File: config.mk
export PLATFORM = sky130hd
export DESIGN_NAME = uart_echo_top
export DESIGN_NICKNAME = d
export VERILOG_FILES = /design/src/rtl/uart_echo_top.sv
export SDC_FILE = /design/constraint.sdc
export NUM_CORES = 1
export LEC_CHECK = 0
export CORE_MARGIN = 3
export CORE_UTILIZATION = 58
export DETAILED_ROUTE_END_ITERATION = 16
export HOLD_SLACK_MARGIN = 0.03
export PLACE_DENSITY = 0.86
export SKIP_LAST_GASP = 1
export SYNTH_ARGS = -nofsm -noshare
export SYNTH_HDL_FRONTEND = slang
export SYNTH_SLANG_ARGS = --single-unit
File: constraint.sdc
create_clock -name ice_clk_i -period 2.7 [get_ports ice_clk_i]
set_input_delay 0.54 -clock ice_clk_i [delete_from_list [all_inputs] [get_ports ice_clk_i]]
set_output_delay 0.54 -clock ice_clk_i [all_outputs]
set_load 0.005 [all_outputs]
File: src/rtl/uart_echo_top.sv
`default_nettype none
// ============================================================================
// uart_echo_top: 8N1 UART loopback. Shows the last good byte on the LEDs and
// retransmits it through a one-entry, last-wins holding register.
// Revision: 1.0
// ============================================================================
module uart_echo_top #(
  parameter int BIT_DIV       = 1250,
  parameter int RX_OVERSAMPLE = 16
) (
  input  logic       ice_clk_i,
  input  logic       rstn_i,
  input  logic       rs232_rx_i,
  output logic [7:0] led_o,
  output logic       rs232_tx_o
);

  localparam int c_RX_DIV = BIT_DIV / RX_OVERSAMPLE;
  localparam int c_TX_W   = $clog2(BIT_DIV);
  localparam int c_RX_W   = $clog2(c_RX_DIV);
  localparam int c_OS_W   = $clog2(RX_OVERSAMPLE);
  localparam logic [c_OS_W-1:0] c_OS_MID  = c_OS_W'(RX_OVERSAMPLE / 2 - 1);
  localparam logic [c_OS_W-1:0] c_OS_LAST = c_OS_W'(RX_OVERSAMPLE - 1);

  typedef enum logic [1:0] {RX_IDLE, RX_START, RX_DATA, RX_STOP} rx_state_t;
  typedef enum logic [1:0] {TX_IDLE, TX_DATA, TX_STOP} tx_state_t;

  logic [c_TX_W-1:0] r_tx_div;
  logic [c_RX_W-1:0] r_rx_div;
  logic              w_tx_tick;
  logic              w_rx_tick;

  logic              r_rx_meta;
  logic              r_rx_sync;

  rx_state_t         r_rx_state, w_rx_state_nxt;
  logic [c_OS_W-1:0] r_rx_cnt, w_rx_cnt_nxt;
  logic [2:0]        r_rx_idx, w_rx_idx_nxt;
  logic [7:0]        r_rx_shift, w_rx_shift_nxt;
  logic              r_rx_wait, w_rx_wait_nxt;
  logic              w_rx_valid;

  logic [7:0]        r_led;
  logic [7:0]        r_hold_data;
  logic              r_hold_full;

  tx_state_t         r_tx_state, w_tx_state_nxt;
  logic [2:0]        r_tx_idx, w_tx_idx_nxt;
  logic [7:0]        r_tx_shift, w_tx_shift_nxt;
  logic              r_tx_line, w_tx_line_nxt;
  logic              w_tx_load;

  assign w_tx_tick = (r_tx_div == c_TX_W'(BIT_DIV - 1));
  assign w_rx_tick = (r_rx_div == c_RX_W'(c_RX_DIV - 1));

  always_ff @(posedge ice_clk_i or negedge rstn_i) begin
    if (!rstn_i) begin
      r_tx_div <= '0;
      r_rx_div <= '0;
    end else begin
      r_tx_div <= w_tx_tick ? '0 : r_tx_div + c_TX_W'(1);
      r_rx_div <= w_rx_tick ? '0 : r_rx_div + c_RX_W'(1);
    end
  end

  always_ff @(posedge ice_clk_i or negedge rstn_i) begin
    if (!rstn_i) begin
      r_rx_meta <= 1'b1;
      r_rx_sync <= 1'b1;
    end else begin
      r_rx_meta <= rs232_rx_i;
      r_rx_sync <= r_rx_meta;
    end
  end

  // After a framing error r_rx_wait blocks start detection until the line idles high.
  always_comb begin
    w_rx_state_nxt = r_rx_state;
    w_rx_cnt_nxt   = r_rx_cnt;
    w_rx_idx_nxt   = r_rx_idx;
    w_rx_shift_nxt = r_rx_shift;
    w_rx_wait_nxt  = r_rx_wait;
    w_rx_valid     = 1'b0;
    if (w_rx_tick) begin
      case (r_rx_state)
        RX_IDLE: begin
          if (r_rx_sync) begin
            w_rx_wait_nxt = 1'b0;
          end else if (!r_rx_wait) begin
            w_rx_state_nxt = RX_START;
            w_rx_cnt_nxt   = '0;
          end
        end
        RX_START: begin
          w_rx_cnt_nxt = r_rx_cnt + c_OS_W'(1);
          if (r_rx_cnt == c_OS_MID) begin
            w_rx_cnt_nxt   = '0;
            w_rx_idx_nxt   = '0;
            w_rx_state_nxt = r_rx_sync ? RX_IDLE : RX_DATA;
          end
        end
        RX_DATA: begin
          w_rx_cnt_nxt = r_rx_cnt + c_OS_W'(1);
          if (r_rx_cnt == c_OS_LAST) begin
            w_rx_cnt_nxt   = '0;
            w_rx_shift_nxt = {r_rx_sync, r_rx_shift[7:1]};
            w_rx_idx_nxt   = r_rx_idx + 3'd1;
            if (r_rx_idx == 3'd7) w_rx_state_nxt = RX_STOP;
          end
        end
        RX_STOP: begin
          w_rx_cnt_nxt = r_rx_cnt + c_OS_W'(1);
          if (r_rx_cnt == c_OS_LAST) begin
            w_rx_cnt_nxt   = '0;
            w_rx_state_nxt = RX_IDLE;
            if (r_rx_sync) w_rx_valid    = 1'b1;
            else           w_rx_wait_nxt = 1'b1;
          end
        end
        default: w_rx_state_nxt = RX_IDLE;
      endcase
    end
  end

  always_ff @(posedge ice_clk_i or negedge rstn_i) begin
    if (!rstn_i) begin
      r_rx_state <= RX_IDLE;
      r_rx_cnt   <= '0;
      r_rx_idx   <= '0;
      r_rx_shift <= '0;
      r_rx_wait  <= 1'b0;
    end else begin
      r_rx_state <= w_rx_state_nxt;
      r_rx_cnt   <= w_rx_cnt_nxt;
      r_rx_idx   <= w_rx_idx_nxt;
      r_rx_shift <= w_rx_shift_nxt;
      r_rx_wait  <= w_rx_wait_nxt;
    end
  end

  // A new byte wins over a same-cycle load; the shifter takes the older byte.
  always_ff @(posedge ice_clk_i or negedge rstn_i) begin
    if (!rstn_i) begin
      r_led       <= '0;
      r_hold_data <= '0;
      r_hold_full <= 1'b0;
    end else if (w_rx_valid) begin
      r_led       <= r_rx_shift;
      r_hold_data <= r_rx_shift;
      r_hold_full <= 1'b1;
    end else if (w_tx_load) begin
      r_hold_full <= 1'b0;
    end
  end

  always_comb begin
    w_tx_state_nxt = r_tx_state;
    w_tx_idx_nxt   = r_tx_idx;
    w_tx_shift_nxt = r_tx_shift;
    w_tx_line_nxt  = r_tx_line;
    w_tx_load      = 1'b0;
    if (w_tx_tick) begin
      case (r_tx_state)
        TX_IDLE: begin
          if (r_hold_full) begin
            w_tx_load      = 1'b1;
            w_tx_shift_nxt = r_hold_data;
            w_tx_idx_nxt   = '0;
            w_tx_line_nxt  = 1'b0;
            w_tx_state_nxt = TX_DATA;
          end
        end
        TX_DATA: begin
          w_tx_line_nxt  = r_tx_shift[0];
          w_tx_shift_nxt = {1'b0, r_tx_shift[7:1]};
          w_tx_idx_nxt   = r_tx_idx + 3'd1;
          if (r_tx_idx == 3'd7) w_tx_state_nxt = TX_STOP;
        end
        TX_STOP: begin
          w_tx_line_nxt  = 1'b1;
          w_tx_state_nxt = TX_IDLE;
        end
        default: w_tx_state_nxt = TX_IDLE;
      endcase
    end
  end

  always_ff @(posedge ice_clk_i or negedge rstn_i) begin
    if (!rstn_i) begin
      r_tx_state <= TX_IDLE;
      r_tx_idx   <= '0;
      r_tx_shift <= '0;
      r_tx_line  <= 1'b1;
    end else begin
      r_tx_state <= w_tx_state_nxt;
      r_tx_idx   <= w_tx_idx_nxt;
      r_tx_shift <= w_tx_shift_nxt;
      r_tx_line  <= w_tx_line_nxt;
    end
  end

  assign led_o      = r_led;
  assign rs232_tx_o = r_tx_line;

endmodule
`default_nettype wire

==> reports/metrics.yaml, run 1 <==
power_and_ir_drop:
  swShare_pct: 19.6
  seq_power_share_pct: 49.6
  cellPowerDensity_mw_per_mm2: 552
  power.leakage_nw: 1.51
  p_int_mw: 1.49
  p_sw_mw: 0.363
  p_clk_share_pct: 49.2
  comb_power_share_pct: 1.2
  ir_drop_uv: 410
cells_and_area:
  num_antenna_cells: 0
  drive_gt1_share_pct: 17.1
  final_nets: 299
  fillerInstances: 323
  design_area_sq_mm: 0.00335
  final_common_cell: "dfrtp_1"
  mostFrequentLayoutCells: "dfrtp_1, nor2_1, nand3_1, mux2_2"
  syn_to_final_growth_pct: 14.7
route:
  met2_length_microns: 2700
  vias_per_cell: 5.69
  wl_met1_microns: 2370
  routed.top_layer: "met4"
  routed_wl_microns: 5410
  vias: 2016
  avgRoutedWirePerCell_microns: 15.3
  drtIter0Drc: 147
  drtPass1Iterations: 4
  drtAntennaViolNets: 0
  drc: 0
  wl_met3_microns: 254
placed_design:
  gp_congestion: 0.856
  hpwl_microns: 3610
  post_dp_cell_area_sq_mm: 0.00313
  io_buffers: 11
timing:
  final.setup.tns_ns: 0
  period_share_pct: 78.1
  finalSetupViolations: 0
  skew_ns: 0.00746
  period_minus_slack_ns: 2.11
  tightest_slew_ns: 0.886
  hold_viol: 0
  maxSlewHeadroom_pct: 40.2
  fmax_mhz: 474
  maxSlewViolCount: 0
  rsz0062_at_grt: "no"
cts:
  clock_latency_ns: 0.34
  cts_root_buf: "clkbuf_8"
  htree_levels: 3
  cts_sinks: 61
  ctsResizeCount: 0
  cts_buffer_depth: 2
  clk_pin_slew_ns: 0.07
  numCtsBuffers: 9
  cts_setup_buffers: 0
  cts_tree: "yes"
  hold_buffers: 0
critical_path:
  r2r_cells: 5
  cp-start-kind: "flip-flop"
  critPathMaxFanout: 9
  critPathKind: "reg2reg"
  critPathArrivalTime_ns: 2.33
  required_ns: 2.92
  crit_path_end_kind: "flip-flop"
die:
  fp.dieArea_sq_mm: 0.00593
  initial_core_util_pct: 61.1
  die_w_microns: 77.0
  top_level_ports: 12
  rows: 25
  die_y_microns: 77.0
  fp.coreArea_sq_mm: 0.00479
synthesis:
  netlist_area_sq_mm: 0.00292
  yosys_warnings: 0
  syn-num-nets: 277
  synth.largest_area_cell: "dfrtp_1"
  ys.flop_type: "dfrtp_1"
  synth_edf_count: 0
  syn_avg_cell_area_sq_um: 11.2
  ys_ff_latch: 61
  yosysSeqAreaShare_pct: 52.4
  yosysTopAreaCellShare_pct: 49.7
  yosys.cell_types.count: 46
  syn_inst: 260
  async_flop_share_pct: 100
  synth.area.top_cells: "dfrtp_1, mux2_2, ha_1, nor2_1, mux2i_1"
global_routing:
  antenna_found_initial: 0
  grtUsageTotal_pct: 20.4
  grt_max_degree: 25
  overflow: 0
  grt_pass1_vias: 2031
  grt_pass1_wl_microns: 9420
run:
  cap_violations: 0
hold_path:
  worstHoldPathType: "in2async"
run_status:
  outcome: "completed"
cells in the mapped netlist (all sizes together), types with 2 or more instances:
cell and instances:
nand4 5, nand3 16, nand2b 2, or4 2, nand4b 2, mux2 18
nor2 31, and4b 2, a22o 2, dfstp 3, nor2b 3, clkbuf 3
and3 3, xnor2 7, nand2 12, dfrtp 58, nor3 5, o22ai 3
mux2i 9, o21ai 9, xor2 7, buf 2, inv 12, ha 14
a21oi 14
worst max-delay path: stages (launching register included):
cell     delay (ns)
dfrtp_1        0.42
ha_1           0.30
and4b_1        0.24
nand3_1        0.17
nor2_2         0.47
mux2_2         0.40
per-stage QoR:
step                instances  power [mW]  utilization (%)  hold WS (ns)  setup slack [ns]
floorplan                 260       0.935                -         0.244             0.745
global placement          338       0.957             65.4         0.351             0.692
detailed placement        338       0.958             65.4         0.351             0.622
CTS                       354        1.86             70.1        0.0952             0.584
global route              354        1.92             70.1        0.0974             0.459
finish                    354        1.85             70.1        0.0949             0.592
power by group through the flow:
stage          Sequential [mW]  Combinational, mW  Clock [mW]
2_1_floorplan            0.935           0.000488           0
3_3_place_gp             0.935             0.0226           0
3_5_place_dp             0.935             0.0230           0
4_1_cts                  0.918             0.0231       0.923
5_1_grt                  0.918             0.0260       0.974
6_report                 0.918             0.0214       0.911
final timing paths:
path / start / endpoint / slack, ns
max reg2reg: r_rx_cnt[0] / r_hold_data[5] / 0.59
max in group asynchronous: rstn_i / r_rx_meta / 1.93
max: r_rx_cnt[0] / r_hold_data[5] / 0.59
min: rstn_i / r_tx_idx[1] / 0.09
min reg2reg: r_rx_meta / r_rx_sync / 0.36
min in group ice_clk_i: r_rx_meta / r_rx_sync / 0.36
flip-flops by register name (all words and copies together) (netlist names), named ones only:
name	flops
r_rx_div	7
r_hold_data	8
r_hold_full	1
r_rx_cnt	4
r_tx_div	11
r_rx_shift	8
r_rx_wait	1
r_rx_sync	1
r_rx_idx	3
r_tx_shift	8
rs232_tx_o	1
r_rx_state	1
r_tx_state	2
r_tx_idx	3
r_rx_meta	1
kinds of logic (layout without fill, tap and decap cells):
family                   Yosys count  in the layout  share of synthesized area [%]
AND/OR/NAND/NOR                   89             89                           16.4
buffers and inverters             17             44                           2.27
multiplexers                      27             27                           10.1
AO/OA/AOI/OAI                     38             38                           8.65
flip-flops                        61             61                           52.4
XOR/XNOR                          14             14                           4.20
adder cells (fa/ha/maj)           14             14                           5.99
cell type report:
cell class,count,area (sq um),share of cell area (%)
clock buffer,12,155,4.63
sequential,61,1530,45.6
tap,67,83.8,2.50
multi-input combinational,182,1330,39.6
clock inverter,4,70.1,2.09
inverter,12,45.0,1.34
timing repair buffer,16,143,4.25
routing by layer:
metal  GRT usage, %  vias up
met4           8.19        0
met5              0        -
met1           24.8      996
met3           7.63        8
li1               -      966
met2           33.0       46
No activity file was read; power rests on OpenSTA's default activity.
==> run 2, diff against run 1 <==
==> constraint.sdc (replaced) <==
create_clock -name ice_clk_i -period 1.95 [get_ports ice_clk_i]
set_input_delay 0.39 -clock ice_clk_i [delete_from_list [all_inputs] [get_ports ice_clk_i]]
set_output_delay 0.39 -clock ice_clk_i [all_outputs]
set_load 0.005 [all_outputs]
==> reports/metrics.yaml, run 2 (synthesis results as in run 1) <==
timing:
  holdWs_ns: 0.359  # +0.264 ns
  period_share_pct: 95.1  # +17 points
  maxSlewViolCount: 0  # unchanged
  fmax_mhz: 539  # +14%
  maxSlewHeadroom_pct: 56.0  # +16 points
  finalSetupViolations: 0  # unchanged
  tightest_slew_ns: 0.649  # -0.237 ns
  period_minus_slack_ns: 1.85  # -0.254 ns
  layout_setup_ws_ns: 0.0959  # -0.496 ns
  skew_ns: 0.00761  # +0.000152 ns
  hold_viol: 0  # unchanged
  final.setup.tns_ns: 0  # unchanged
die:
  top_level_ports: 12  # unchanged
  rows: 25  # unchanged
  initial_core_util_pct: 61.1  # unchanged
  fp.coreArea_sq_mm: 0.00479  # unchanged
  die_y_microns: 77.0  # unchanged
  fp.dieArea_sq_mm: 0.00593  # unchanged
  die_w_microns: 77.0  # unchanged
cells_and_area:
  largest_reg_flops: 11  # unchanged
  final_cell_count_no_fill: 370  # +4.5%
  num_antenna_cells: 0  # unchanged
  syn_to_final_growth_pct: 19.9
  largest-register: "r_tx_div"
  mostFrequentLayoutCells: "dfrtp_1, nor2_1, buf_4, nand3_1, mux2_2"
  drive_gt1_share_pct: 21.5  # +4.4 points
  final_common_cell: "dfrtp_1"
  utilization_pct: 73.2  # +3.2 points
  design_area_sq_mm: 0.00350  # +4.5%
  final_nets: 315  # +5.4%
global_routing:
  grt_pass1_wl_microns: 9410  # about the same
  grt_max_degree: 41  # +64%
  grt_pass1_vias: 2062  # +1.5%
  overflow: 0  # unchanged
  antenna_found_initial: 0  # unchanged
  grtUsageTotal_pct: 20.1  # -0.29 points
placed_design:
  hpwl_microns: 3760  # +4.1%
  preCtsSetupSlack_ns: -0.00521  # -0.627 ns
  gp_congestion: 0.834  # -2.6%
  placedCellCount: 349  # +3.3%
  io_buffers: 11  # unchanged
  post_dp_cell_area_sq_mm: 0.00324  # +3.4%
cts:
  cts_root_buf: "clkbuf_8"
  numCtsBuffers: 9  # unchanged
  cts_buffer_depth: 2  # unchanged
  cts_sinks: 61  # unchanged
  clock_latency_ns: 0.33  # about the same
  htree_levels: 3  # unchanged
  cts_tree: "yes"
  clk_pin_slew_ns: 0.06  # about the same
power_and_ir_drop:
  cellPowerDensity_mw_per_mm2: 706  # +28%
  ir_drop_uv: 644  # +57%
  p_total_mw: 2.47  # +34%
  power.leakage_nw: 1.59  # +5.2%
route:
  drc: 0  # unchanged
  drtIter0Drc: 88  # -40%
  drtPass1Iterations: 4  # unchanged
  vias_per_cell: 5.52  # -3.1%
  vias: 2041  # +1.2%
  avgRoutedWirePerCell_microns: 14.2  # -6.7%
  routed_wl_microns: 5270  # -2.5%
  drtAntennaViolNets: 0  # unchanged
critical_path:
  critPathArrivalTime_ns: 2.06  # -0.27 ns
  crit_path_end_kind: "flip-flop"
  required_ns: 2.16  # -0.76 ns
  critPathMaxFanout: 8  # -1
  cp-start-kind: "flip-flop"
  critPathKind: "reg2reg"
run_status:
  outcome: "completed"
run:
  cap_violations: 0  # unchanged
hold_path:
  worstHoldPathType: "reg2reg"
run 2: changes by cell type in the layout (fill, tap and decap cells not counted), sizes merged:
cell	change
clkinv	+1
dlygate4sd3	+1
buf	+15
clkbuf	-1
run 2: what timing repair did:
item / CTS / global route
setup endpoints to repair: 1 / 22
gates resized for setup: 0 / 5
buffers inserted: 1 / 3
hold endpoints to repair: 16 / 0
pin swaps: 2 / 1
hold buffers: 1 / 0
run 2: path summary, 6_finish.rpt:
kind | from | endpoint | slack (ns) | cells past startpoint
worst max-delay path | r_rx_div[1] | r_rx_shift[3] | 0.1 | 7
worst max register to register | r_rx_div[1] | r_rx_shift[3] | 0.1 | 7
max in group asynchronous | rstn_i | r_rx_meta | 0.74 | 3
min in group asynchronous | rstn_i | r_tx_idx[2] | 0.57 | 2
worst min register to register | r_rx_meta | r_rx_sync | 0.36 | 0
worst min-delay path | r_rx_meta | r_rx_sync | 0.36 | 0
run 2: per-layer routing:
| layer | vias up | GRT usage (%) | routed length [microns] |
|---|---|---|---|
| met5 | - | 0 | 0 |
| met1 | 1002 | 25.5 | 2380 |
| met3 | 9 | 3.99 | 172 |
| li1 | 996 | - | - |
| met2 | 34 | 33.1 | 2600 |
| met4 | 0 | 9.79 | 116 |
run 2: worst max-delay path, cell delays in order, from the launching register on:
cell and delay [ns]:
dfrtp_1 0.40, inv_1 0.06, ha_1 0.19, and4b_1 0.23
nand2_1 0.11, nor3_2 0.21, buf_6 0.17, mux2_2 0.36
run 2: report_power, final:
| part | internal [mW] | switching [mW] | total, mW | leakage (nW) |
|---|---|---|---|---|
| Clock | 0.713 | 0.455 | 1.17 | 0.107 |
| Sequential | 1.27 | 0.00180 | 1.27 | 0.813 |
| Combinational | 0.00811 | 0.0249 | 0.0330 | 0.667 |
run 2: area by class of cell:
cell class | instances | area, sq um
repair buffers | 32 | 294
inverters | 12 | 45.0
well taps | 67 | 83.8
clock buffers | 11 | 131
flip-flops and latches | 61 | 1530
fillers | 347 | 1280
multi-input cells | 182 | 1350
clock inverters | 5 | 75.1
==> run 3, diff against run 2 <==
--- a/config.mk
+++ b/config.mk
@@ -6,10 +6,10 @@
 export NUM_CORES = 1
 export LEC_CHECK = 0
 export CORE_MARGIN = 3
-export CORE_UTILIZATION = 58
+export CORE_UTILIZATION = 40
 export DETAILED_ROUTE_END_ITERATION = 16
 export HOLD_SLACK_MARGIN = 0.03
-export PLACE_DENSITY = 0.86
+export PLACE_DENSITY = 0.65
 export SKIP_LAST_GASP = 1
 export SYNTH_ARGS = -nofsm -noshare
 export SYNTH_HDL_FRONTEND = slang
==> constraint.sdc (replaced) <==
create_clock -name ice_clk_i -period 2.3 [get_ports ice_clk_i]
set_input_delay 0.46 -clock ice_clk_i [delete_from_list [all_inputs] [get_ports ice_clk_i]]
set_output_delay 0.46 -clock ice_clk_i [all_outputs]
set_load 0.005 [all_outputs]
==> reports/metrics.yaml, run 3 (synthesis results as in run 1) <==
timing:
  rsz0062_at_grt: "no"
  period_share_pct: 88.4  # -6.7 points
  fmax_mhz: 492  # -8.8%
  hold_viol: 0  # unchanged
  period_minus_slack_ns: 2.03  # +0.179 ns
  skew_ns: 0.0107  # +0.00310 ns
  maxSlewHeadroom_pct: 57.2  # +1.1 points
  finalSetupViolations: 0  # unchanged
  tightest_slew_ns: 0.642  # -0.00694 ns
  final.setup.tns_ns: 0  # unchanged
  maxSlewViolCount: 0  # unchanged
critical_path:
  r2r_cells: 5  # -2
  critPathKind: "reg2reg"
  cp-start-kind: "flip-flop"
  crit_path_end_kind: "flip-flop"
  critPathMaxFanout: 9  # +1
  r2r_setup_slack_ns: 0.27  # +0.17 ns
  required_ns: 2.50  # +0.34 ns
  critPathArrivalTime_ns: 2.23  # +0.17 ns
cells_and_area:
  drive_gt1_share_pct: 18.2  # -3.2 points
  design_area_sq_mm: 0.00343  # -2.1%
  largest-register: "r_tx_div"
  mostFrequentLayoutCells: "dfrtp_1, nor2_1, nand3_1, mux2_2"
  final_cell_count_no_fill: 387  # +4.6%
  num_antenna_cells: 0  # unchanged
  syn_to_final_growth_pct: 17.4
  largest_reg_flops: 11  # unchanged
  final_common_cell: "dfrtp_1"
  final_nets: 303  # -3.8%
placed_design:
  gp_congestion: 0.770  # -7.8%
  hpwl_microns: 3710  # -1.4%
  post_dp_cell_area_sq_mm: 0.00321  # -0.89%
  io_buffers: 11  # unchanged
  placedCellCount: 371  # +6.3%
die:
  fp.dieArea_sq_mm: 0.00837  # +41%
  top_level_ports: 12  # unchanged
  fp.coreArea_sq_mm: 0.00694  # +45%
  rows: 30  # +20%
  die_w_microns: 91.5  # +19%
  die_y_microns: 91.5  # +19%
  initial_core_util_pct: 42.1  # -19 points
cts:
  cts_sinks: 61  # unchanged
  cts_root_buf: "clkbuf_8"
  cts_setup_buffers: 0  # -1
  cts_tree: "yes"
  clk_pin_slew_ns: 0.07  # about the same
  htree_levels: 3  # unchanged
  numCtsBuffers: 9  # unchanged
  hold_buffers: 0  # -1
  ctsResizeCount: 0  # unchanged
  clock_latency_ns: 0.32  # about the same
  cts_buffer_depth: 2  # unchanged
route:
  drtIter0Drc: 99  # +13%
  drtAntennaViolNets: 0  # unchanged
  wl_met3_microns: 148  # -14%
  routed_wl_microns: 5050  # -4.2%
  drc: 0  # unchanged
  wl_met1_microns: 2410  # +1.4%
  vias: 1971  # -3.4%
  vias_per_cell: 5.09  # -7.7%
  met2_length_microns: 2380  # -8.6%
  routed.top_layer: "met4"
  drtPass1Iterations: 4  # unchanged
  avgRoutedWirePerCell_microns: 13.0  # -8.4%
global_routing:
  grt_pass1_wl_microns: 9110  # -3.2%
  grt_max_degree: 28  # -32%
  grtUsageTotal_pct: 13.6  # -6.5 points
  grt_pass1_vias: 1969  # -4.5%
  antenna_found_initial: 0  # unchanged
  overflow: 0  # unchanged
run:
  cap_violations: 0  # unchanged
power_and_ir_drop:
  ir_drop_uv: 321  # -50%
  cellPowerDensity_mw_per_mm2: 634  # -10%
  power.leakage_nw: 1.53  # -3.4%
hold_path:
  worstHoldPathType: "in2async"
run_status:
  outcome: "completed"
-- run 3: where the power goes --
| part | leakage, nW | switching [mW] | total, mW | internal, mW |
|---|---|---|---|---|
| registers | 0.813 | 0.00180 | 1.08 | 1.08 |
| clock network | 0.116 | 0.402 | 1.07 | 0.667 |
| logic | 0.603 | 0.0217 | 0.0296 | 0.00790 |
-- run 3: routing by layer --
layer	GRT usage, %	vias to the layer above
met3	3.07	8
li1	-	968
met2	21.0	26
met4	7.16	0
met5	0	-
met1	17.7	969
-- run 3: final cells by class --
cell class	count	area (sq um)
Tap cell	96	120
Timing Repair Buffer	20	185
Clock inverter	4	70.1
Fill cell	622	3510
Clock buffer	12	155
Sequential cell	61	1530
Multi-Input combinational cell	182	1330
Inverter	12	45.0
-- run 3: final timing paths --
kind,startpoint,endpoint
hold reg to reg,r_rx_meta,r_rx_sync
setup reg to reg,r_rx_cnt[0],r_hold_data[6]
min in group ice_clk_i,r_rx_meta,r_rx_sync
max in group asynchronous,rstn_i,r_rx_meta
setup / recovery,r_rx_cnt[0],r_hold_data[6]
hold / removal,rstn_i,r_rx_idx[1]
-- run 3: worst max-delay path, cell delays in order, from the launching register on --
cell and delay [ns]:
dfrtp_1 0.40, ha_1 0.29, and4b_1 0.24, nand3_1 0.18, nor2_2 0.42, mux2_2 0.38
-- run 3: stage by stage --
stage          hold slack [ns]  power, mW  util (%)  setup WS (ns)
2_1_floorplan            0.164       1.10         -          0.345
3_3_place_gp             0.353       1.13      46.2          0.358
3_5_place_dp             0.352       1.13      46.2          0.294
4_1_cts                  0.170       2.21      49.4          0.275
5_1_grt                  0.194       2.27      49.4          0.134
6_report                 0.159       2.18      49.4          0.267
